File: config.mk
export PLATFORM = sky130hd
export DESIGN_NAME = pipe_ctrl_flat
export DESIGN_NICKNAME = d
export VERILOG_FILES = /design/src/rtl/pipe_ctrl_if.sv /design/src/rtl/pipe_ctrl.sv /design/src/flat_wrapper.sv
export SDC_FILE = /design/constraint.sdc
export NUM_CORES = 1
export LEC_CHECK = 0
export CAP_MARGIN = 10
export CORE_MARGIN = 8
export CORE_UTILIZATION = 50
export DETAILED_ROUTE_END_ITERATION = 7
export PLACE_DENSITY = 0.82
export SYNTH_ARGS = -nofsm -noshare
export SYNTH_HDL_FRONTEND = slang
export SYNTH_SLANG_ARGS = --single-unit
File: constraint.sdc
create_clock -name clk -period 2.28 [get_ports clk]
set_clock_uncertainty 0.1 [all_clocks]
set_input_delay 0.456 -clock clk [delete_from_list [all_inputs] [get_ports clk]]
set_output_delay 0.456 -clock clk [all_outputs]
set_load 0.01 [all_outputs]
File: src/rtl/pipe_ctrl_if.sv
// Stall/flush sequencer bus: hazard, branch and memory status in, per-stage register controls and stats out.
// master drives the status side; slave is the sequencer.
interface pipe_ctrl_if #(
  parameter int CNT_W = 16
);
  logic             hdu_ifid_en;
  logic             hdu_mux_ctrl;
  logic             fetch_en;
  logic             imem_ready;
  logic             br_taken;
  logic             dmem_req;
  logic             dmem_ready;
  logic             pc_en;
  logic             ifid_en;
  logic             ifid_flush;
  logic             idex_en;
  logic             idex_bubble;
  logic             exmem_en;
  logic             memwb_en;
  logic             memwb_bubble;
  logic             dmem_err;
  logic [CNT_W-1:0] stall_cnt;
  logic [CNT_W-1:0] flush_cnt;

  modport master (
    output hdu_ifid_en, hdu_mux_ctrl, fetch_en, imem_ready, br_taken, dmem_req, dmem_ready,
    input  pc_en, ifid_en, ifid_flush, idex_en, idex_bubble, exmem_en, memwb_en, memwb_bubble,
    input  dmem_err, stall_cnt, flush_cnt
  );

  modport slave (
    input  hdu_ifid_en, hdu_mux_ctrl, fetch_en, imem_ready, br_taken, dmem_req, dmem_ready,
    output pc_en, ifid_en, ifid_flush, idex_en, idex_bubble, exmem_en, memwb_en, memwb_bubble,
    output dmem_err, stall_cnt, flush_cnt
  );
endinterface

File: src/rtl/pipe_ctrl.sv
// Pipeline stall/flush sequencer with data-memory wait FSM, timeout trap and saturating stats.
// Latency: stage controls are combinational (zero cycles); FSM, error flag and counters registered.
// Backpressure: a pending data-memory access freezes PC..EX/MEM and bubbles MEM/WB until ready.
module pipe_ctrl #(
  parameter int CNT_W   = 16,
  parameter int TIMEOUT = 64
) (
  input logic         clk,
  input logic         rst,
  pipe_ctrl_if.slave  bus
);
  localparam int WAIT_W = $clog2(TIMEOUT + 1);

  typedef enum logic [1:0] {
    S_RUN,
    S_WAIT,
    S_ERR
  } state_t;

  state_t           state, state_nxt;
  logic [WAIT_W-1:0] wait_cnt, wait_nxt;
  logic             err_q, err_set;
  logic [CNT_W-1:0] stall_q, flush_q;

  logic pc_en, ifid_en, ifid_flush, idex_en, idex_bubble, exmem_en, memwb_en, memwb_bubble;
  logic use_rules, freeze, br_fire;

  always_comb begin
    state_nxt = state;
    wait_nxt  = wait_cnt;
    err_set   = 1'b0;
    use_rules = 1'b0;
    freeze    = 1'b0;

    if (!rst) begin
      unique case (state)
        S_RUN: begin
          if (bus.dmem_req && !bus.dmem_ready) begin
            freeze    = 1'b1;
            state_nxt = S_WAIT;
            wait_nxt  = WAIT_W'(1);
          end else begin
            use_rules = 1'b1;
          end
        end
        S_WAIT: begin
          if (!bus.dmem_ready) begin
            freeze = 1'b1;
            if (wait_cnt == WAIT_W'(TIMEOUT)) begin
              state_nxt = S_ERR;
              err_set   = 1'b1;
            end else begin
              wait_nxt = wait_cnt + WAIT_W'(1);
            end
          end else begin
            // Release cycle: the stalled MEM access retires, remaining hazards apply normally.
            use_rules = 1'b1;
            state_nxt = S_RUN;
            wait_nxt  = '0;
          end
        end
        default: ;
      endcase
    end
  end

  always_comb begin
    pc_en        = 1'b0;
    ifid_en      = 1'b0;
    ifid_flush   = 1'b0;
    idex_en      = 1'b0;
    idex_bubble  = 1'b0;
    exmem_en     = 1'b0;
    memwb_en     = 1'b0;
    memwb_bubble = 1'b0;
    br_fire      = 1'b0;

    if (freeze) begin
      memwb_en     = 1'b1;
      memwb_bubble = 1'b1;
    end else if (use_rules) begin
      pc_en    = 1'b1;
      ifid_en  = 1'b1;
      idex_en  = 1'b1;
      exmem_en = 1'b1;
      memwb_en = 1'b1;
      // A taken branch squashes the stalled instruction anyway, so it wins over hazards.
      if (bus.br_taken) begin
        ifid_flush  = 1'b1;
        idex_bubble = 1'b1;
        br_fire     = 1'b1;
      end else if (!bus.hdu_ifid_en || !bus.hdu_mux_ctrl) begin
        pc_en       = 1'b0;
        ifid_en     = 1'b0;
        idex_bubble = 1'b1;
      end else if (!bus.fetch_en || !bus.imem_ready) begin
        pc_en      = 1'b0;
        ifid_flush = 1'b1;
      end
    end
  end

  always_ff @(posedge clk) begin
    if (rst) begin
      state    <= S_RUN;
      wait_cnt <= '0;
      err_q    <= 1'b0;
      stall_q  <= '0;
      flush_q  <= '0;
    end else begin
      state    <= state_nxt;
      wait_cnt <= wait_nxt;
      err_q    <= err_q | err_set;
      if (!pc_en && (stall_q != '1)) begin
        stall_q <= stall_q + CNT_W'(1);
      end
      if (br_fire && (flush_q != '1)) begin
        flush_q <= flush_q + CNT_W'(1);
      end
    end
  end

  assign bus.pc_en        = pc_en;
  assign bus.ifid_en      = ifid_en;
  assign bus.ifid_flush   = ifid_flush;
  assign bus.idex_en      = idex_en;
  assign bus.idex_bubble  = idex_bubble;
  assign bus.exmem_en     = exmem_en;
  assign bus.memwb_en     = memwb_en;
  assign bus.memwb_bubble = memwb_bubble;
  assign bus.dmem_err     = err_q;
  assign bus.stall_cnt    = stall_q;
  assign bus.flush_cnt    = flush_q;
endmodule

File: src/flat_wrapper.sv
// flat-port wrapper written by rule: the top's interface ports become plain ports
module pipe_ctrl_flat 
#(
  parameter int CNT_W   = 16,
  parameter int TIMEOUT = 64
)
  (clk, rst, bus_hdu_ifid_en, bus_hdu_mux_ctrl, bus_fetch_en, bus_imem_ready, bus_br_taken, bus_dmem_req, bus_dmem_ready, bus_pc_en, bus_ifid_en, bus_ifid_flush, bus_idex_en, bus_idex_bubble, bus_exmem_en, bus_memwb_en, bus_memwb_bubble, bus_dmem_err, bus_stall_cnt, bus_flush_cnt);
  pipe_ctrl_if #(.CNT_W(CNT_W)) bus_i ();
  input logic clk;
  input logic rst;
  input wire logic [$bits(bus_i.hdu_ifid_en)-1:0] bus_hdu_ifid_en;
  input wire logic [$bits(bus_i.hdu_mux_ctrl)-1:0] bus_hdu_mux_ctrl;
  input wire logic [$bits(bus_i.fetch_en)-1:0] bus_fetch_en;
  input wire logic [$bits(bus_i.imem_ready)-1:0] bus_imem_ready;
  input wire logic [$bits(bus_i.br_taken)-1:0] bus_br_taken;
  input wire logic [$bits(bus_i.dmem_req)-1:0] bus_dmem_req;
  input wire logic [$bits(bus_i.dmem_ready)-1:0] bus_dmem_ready;
  output wire logic [$bits(bus_i.pc_en)-1:0] bus_pc_en;
  output wire logic [$bits(bus_i.ifid_en)-1:0] bus_ifid_en;
  output wire logic [$bits(bus_i.ifid_flush)-1:0] bus_ifid_flush;
  output wire logic [$bits(bus_i.idex_en)-1:0] bus_idex_en;
  output wire logic [$bits(bus_i.idex_bubble)-1:0] bus_idex_bubble;
  output wire logic [$bits(bus_i.exmem_en)-1:0] bus_exmem_en;
  output wire logic [$bits(bus_i.memwb_en)-1:0] bus_memwb_en;
  output wire logic [$bits(bus_i.memwb_bubble)-1:0] bus_memwb_bubble;
  output wire logic [$bits(bus_i.dmem_err)-1:0] bus_dmem_err;
  output wire logic [$bits(bus_i.stall_cnt)-1:0] bus_stall_cnt;
  output wire logic [$bits(bus_i.flush_cnt)-1:0] bus_flush_cnt;
  assign bus_i.hdu_ifid_en = bus_hdu_ifid_en;
  assign bus_i.hdu_mux_ctrl = bus_hdu_mux_ctrl;
  assign bus_i.fetch_en = bus_fetch_en;
  assign bus_i.imem_ready = bus_imem_ready;
  assign bus_i.br_taken = bus_br_taken;
  assign bus_i.dmem_req = bus_dmem_req;
  assign bus_i.dmem_ready = bus_dmem_ready;
  assign bus_pc_en = bus_i.pc_en;
  assign bus_ifid_en = bus_i.ifid_en;
  assign bus_ifid_flush = bus_i.ifid_flush;
  assign bus_idex_en = bus_i.idex_en;
  assign bus_idex_bubble = bus_i.idex_bubble;
  assign bus_exmem_en = bus_i.exmem_en;
  assign bus_memwb_en = bus_i.memwb_en;
  assign bus_memwb_bubble = bus_i.memwb_bubble;
  assign bus_dmem_err = bus_i.dmem_err;
  assign bus_stall_cnt = bus_i.stall_cnt;
  assign bus_flush_cnt = bus_i.flush_cnt;
  pipe_ctrl #(.CNT_W(CNT_W), .TIMEOUT(TIMEOUT)) u_core (.clk(clk), .rst(rst), .bus(bus_i));
endmodule
## Word level (Yosys, flattened, before mapping)

Index checks and enable logic that the tools add are counted.
W data, S select, Z words.

| storage, ports and cells | value |
|---|---|
| register bits | 42 |
| latch bits | 0 |
| memory bits (writable) | 0 |
| ROM bits | 0 |
| input port bits | 9 |
| output and inout bits | 41 |
| word-level logic and storage cells | 76 |
| memories | 0 |

| cells by class | value |
|---|---|
| $add $sub $neg | 3 |
| multipliers | 0 |
| divide/modulo/power cells | 0 |
| magnitude comparators | 0 |
| eq/ne operators | 7 |
| shift-type cells | 0 |
| multiplexer cells | 45 |
| bitwise gates (word level) | 1 |
| reductions and logical operators | 15 |

Operators by type and width:

| operator | count |
|---|---|
| $mux W1 | 35 |
| $add A16 B1 Y16 const B | 2 |
| $ne A16 B16 Y1 const B | 2 |
| $mux W7 | 3 |
| $pmux W7 S2 | 1 |
| $add A7 B1 Y7 const B | 1 |
| $eq A7 B7 Y1 const B | 1 |
| $logic_not A1 Y1 | 6 |
| $mux W2 | 3 |
| $reduce_and A3 Y1 | 2 |
| $pmux W1 S2 | 2 |
| $pmux W2 S2 | 1 |
| $logic_and A1 B1 Y1 | 3 |
| $ne A3 B2 Y1 const B | 1 |
| $ne A3 B3 Y1 const B | 1 |
| $eq A2 B1 Y1 const B | 1 |
| $logic_not A2 Y1 | 1 |
| $logic_or A1 B1 Y1 | 2 |
| $ne A2 B1 Y1 const B | 1 |
| $reduce_bool A2 Y1 | 1 |
| $or A1 B1 Y1 | 1 |

## Logic depth before layout (Yosys ltp)

| depth | value |
|---|---|
| word-level depth | 9 |
| mapped depth | 7 |
| mapped depth without buffers | 7 |

## Least setup slack after synthesis

Ideal clock, no wire load.

| timing | value |
|---|---|
| kind | input to register |
| from | in rst |
| to | reg u_core.stall_q[13], in the netlist u_core.bus.stall_cnt[13] |
| setup time | 0.123 ns |
| arrival | 1.708 ns |
| data required time | 2.057 ns |
| setup slack | 0.349 ns |
| stages | 6 |
| path buffers | 1 |
| path through | buf_6 -> or2_4 -> nor3_4 -> nor3_4 -> nand4_1 -> mux2_1 |

| on the way | value |
|---|---|
| cells in the longest elaborated chain, start to end | 5 |
| elaborated cells between the ends (all ways) | 6 |
| those cells by class | 4 x mux; 2 x reduce/logical |

RTL lines:

| element | RTL line | RTL |
|---|---|---|
| start: declaration | flat_wrapper.sv:10 | `input logic rst;` |
| $mux W1 | pipe_ctrl.sv:35 | `if (!rst) begin` |
| $mux W1 | pipe_ctrl.sv:81 | `end else if (use_rules) begin` |
| $mux W1 (*) | pipe_ctrl.sv:78 | `if (freeze) begin` |
| named net bus_pc_en | flat_wrapper.sv:18 | `output wire logic [$bits(bus_i.pc_en)-1:0] bus_pc_en;` |
| $logic_not A1 Y1 (*) | pipe_ctrl.sv:114 | `if (!pc_en && (stall_q != '1)) begin` |
| $logic_and A1 B1 Y1 (*) | pipe_ctrl.sv:114 |  |
| end signal: assignment | pipe_ctrl.sv:115 | `stall_q <= stall_q + CNT_W'(1);` |
| end: declaration | pipe_ctrl.sv:23 | `logic [CNT_W-1:0] stall_q, flush_q;` |

Mark *: on every way through the listed nets, which the timed path passes. The rest lies on a longest branch.
A chain may end at the register's enable or synchronous reset.

## Final worst setup path

| timing | value |
|---|---|
| from | in bus_dmem_ready |
| to | out bus_pc_en |

| on the way | value |
|---|---|
| cells in the longest elaborated chain, start to end | 7 |
| elaborated cells between the ends (all ways) | 12 |
| those cells by class | 10 x mux; 2 x reduce/logical |

RTL lines:

| element | RTL line | RTL |
|---|---|---|
| start: declaration | flat_wrapper.sv:17 | `input wire logic [$bits(bus_i.dmem_ready)-1:0] bus_dmem_ready;` |
| $logic_not A1 Y1 | pipe_ctrl.sv:38 | `if (bus.dmem_req && !bus.dmem_ready) begin` |
| $logic_and A1 B1 Y1 | pipe_ctrl.sv:38 |  |
| $mux W1 | pipe_ctrl.sv:38 |  |
| $pmux W1 S2 | pipe_ctrl.sv:36 | `unique case (state)` |
| $mux W1 | pipe_ctrl.sv:35 |  |
| $mux W1 | pipe_ctrl.sv:81 |  |
| $mux W1 (*) | pipe_ctrl.sv:78 |  |
| end: declaration | flat_wrapper.sv:18 |  |

Mark *: on every way between the ends. The rest lies on a longest branch, timed or not.

==> results.py <==
metrics = {
    "sta": {
        "slew_headroom_pct": 65.70,
        "setup-violations-final": 0,
        "period_share_pct": 96.02,
        "setup_tns_ps": 0,
        "fin_ws_ps": 90.83,
        "rsz0062_at_grt": "no",
        "finalHoldViolCount": 0,
        "fin_crit_ps": 2189,
        "drv_slew": 0,
        "fmax_ghz": 0.4568,
        "worstMarginPinSlew_ps": 510.3,
    },
    "worst_setup_path": {
        "cp-startpoint": "bus_dmem_ready",
        "path_max_fanout": 3,
        "cpPeakStageDelay_ps": 510,
        "cpLargestDelayFamily": "buffers and inverters",
        "worst-path-buf-inv": 2,
        "cp_data_required_time_ps": 1720,
        "end_kind": "output port",
        "worstSetupStartpointType": "input port",
        "timing.rr.start": "u_core.state[0]$_SDFFE_PP0P_",
        "crit_type": "input port to output port",
        "critPathSlowestCell": "clkdlybuf4s50_1",
        "critPathArrivalTime_ps": 1630,
        "cp_cell_sequence": "clkdlybuf4s50_1 -> o21ba_2 -> nor3_4 -> dlygate4sd2_1",
    },
    "synthesis": {
        "synth_edf_count": 0,
        "synth-compound-area-share_pct": 9.526,
        "synth_xor_area_share_pct": 10.02,
        "synth_seq_cells": 42,
        "synth.top_cells.by_count": "nor2_1 (43), dfxtp_1 (42), xnor2_1 (20)",
        "synth_top_family_by_area": "simple AND/OR/NAND/NOR gates",
        "synthMuxAreaShare_pct": 2.478,
        "synth-async-reset-ratio_pct": 0,
        "avgSynthCellArea_um2": 8.911,
        "yosys.area_share.simple_pct": 35.74,
        "yosysSeqAreaShare_pct": 37.00,
        "synthFlopType": "dfxtp_1",
        "synth.most_common_cell": "nor2_1",
        "synth_area_leader_cell": "dfxtp_1",
        "synth_nets": 268,
        "synth_area_leaders": "dfxtp_1 (37%), xnor2_1 (7.7%), nor2_1 (7.1%)",
        "yosysWarningCount": 0,
        "ys_types": 49,
        "netlist_area_mm2": 0.002272,
        "synthAdderAreaFrac_pct": 2.203,
        "synth_top_area_share_pct": 37.00,
        "synth_cells": 255,
    },
    "detailed_routing": {
        "routed_wl_um": 5517,
        "ant_nets": 0,
        "route.detailed.drc": 0,
        "wire_per_inst_um": 14.71,
        "via_count": 2073,
        "viasPerCell": 5.528,
        "initialDrtViolationCount": 172,
        "drt-pass1-iter-count": 4,
    },
    "power": {
        "ir_drop_mv": 0.3042,
        "p_leak_nw": 1.140,
        "powerDensity_mw_per_mm2": 456.1,
    },
    "global_route": {
        "grt_max_degree": 45,
        "overflow": 0,
        "grt.total_usage_pct": 16.43,
        "antenna_found_initial": 0,
        "grt_pass1_wl_um": 9777,
        "grt_pass1_vias": 2104,
    },
    "run": {
        "max_cap_viol_count": 0,
    },
    "floorplan": {
        "fp.dieH_um": 83.41,
        "row_count": 24,
        "ios": 50,
        "core_area_mm2": 0.004354,
        "initial_core_util_pct": 52.18,
        "die_width_um": 83.41,
        "die_area_mm2": 0.006957,
    },
    "final_layout": {
        "n_antenna_cell": 0,
        "layout-drive-gt1-share_pct": 13.93,
        "nFillCells": 365,
        "fin_util_pct": 69.08,
        "fin_area_mm2": 0.003008,
        "fin_nets": 336,
        "syn2layout_area_growth_pct": 32.38,
    },
    "status": {
        "status": "finished clean",
    },
    "clock_tree": {
        "clock-sinks": 42,
        "cts_max_level": 2,
        "clockRootBuffer": "clkbuf_8",
        "clk_latency_ps": 290,
        "clockBufferDepth": 2,
        "cts_setup_buffers": 0,
        "cts_inserted_buffers": 5,
        "clk_pin_slew_ps": 70,
        "cts_tree": "yes",
        "cts_hold_buf": 0,
    },
    "place": {
        "hpwl_um": 4186,
        "dpl_cell_area_mm2": 0.002932,
        "place_ws_ps": -376.2,
        "gp_congestion": 0.8108,
        "port_buffers": 49,
    },
    "min_path": {
        "min_path_type": "register to register",
        "hold_start": "u_core.bus.dmem_err$_SDFF_PP0_",
    },
}
-- worst reg2reg max path, stage by stage (launching register included) --
cell	delay [ps]
dfxtp_1	520
o21ba_2	250
nor3_4	50
buf_4	160
nor3_4	300
nand4_1	150
mux2_1	320
-- power breakdown --
group	internal, mW	switching, mW
combinational	0.0801	0.0828
clock	0.211	0.238
sequential	0.744	0.0163
total	1.04	0.337
-- what timing repair did --
item	CTS	global route
gates resized for setup	10	4
pin swaps	0	0
endpoints found under the setup margin	8	5
-- cell usage in the layout (no fill, tap or decap), types with 8 or more instances in the layout --
master / netlist / routed
nand4_1: 10 / 10
nor2_1: 43 / 43
inv_1: 8 / 8
nand2_1: 18 / 18
clkdlybuf4s50_1: 0 / 40
nand3_1: 11 / 11
dfxtp_1: 42 / 42
nor3_1: 8 / 8
a21oi_1: 14 / 14
xnor2_1: 20 / 20
buf_4: 1 / 19
-- area by class of cell --
| type | instances | area, µm² | share of cell area (%) |
|---|---|---|---|
| multi-input combinational | 198 | 1371 | 45.59 |
| sequential | 42 | 840.8 | 27.95 |
| timing repair buffer | 68 | 624.3 | 20.76 |
| clock buffer | 7 | 76.32 | 2.537 |
| tap | 52 | 65.06 | 2.163 |
| inverter | 8 | 30.03 | 0.9983 |
-- path summary, 6_finish.rpt --
| path | to | slack, ps | depth (start not counted) |
|---|---|---|---|
| hold reg to reg | u_core.bus.dmem_err$_SDFF_PP0_ | 390 | 2 |
| hold / removal | u_core.bus.dmem_err$_SDFF_PP0_ | 390 | 2 |
| setup reg to reg | u_core.bus.stall_cnt[13]$_SDFFE_PP0P_ | 320 | 6 |
| setup / recovery | bus_pc_en | 90 | 4 |
-- through the flow --
stage / cells / power, mW / hold slack [ps]
4_1_cts: 375 / 1.389 / 406.5
3_3_place_gp: 368 / 0.9420 / 363.3
3_5_place_dp: 368 / 0.9480 / 389.2
6_report: 375 / 1.372 / 392.7
5_1_grt: 375 / 1.436 / 449.7
2_1_floorplan: 255 / 0.8614 / 371.5
-- state kept, by name, indices dropped and copies added, names as in the netlist --
signal and flops:
u_core.bus.dmem_err 1, u_core.bus.flush_cnt 16, u_core.bus.stall_cnt 16, u_core.state 2, u_core.wait_cnt 7
-- cell families after synthesis --
group                      after synthesis
buffers and inverters                   15
DFF                                     42
adders and majority gates                4
xor gates and xnor gates                26
and+or+nand+nor                        133
AOI/OAI and AO/OA                       30
muxes                                    5
-- per-layer routing --
layer  global-route usage [%]  vias to the layer above  share of wire, %
met5                        0                        -                 0
met4                    8.163                        0               2.0
met3                    4.590                        9               5.3
met2                    26.45                       54                47
met1                    19.51                      969                46
li1                         -                     1041                 -
Power figures use the tool's default switching activity.
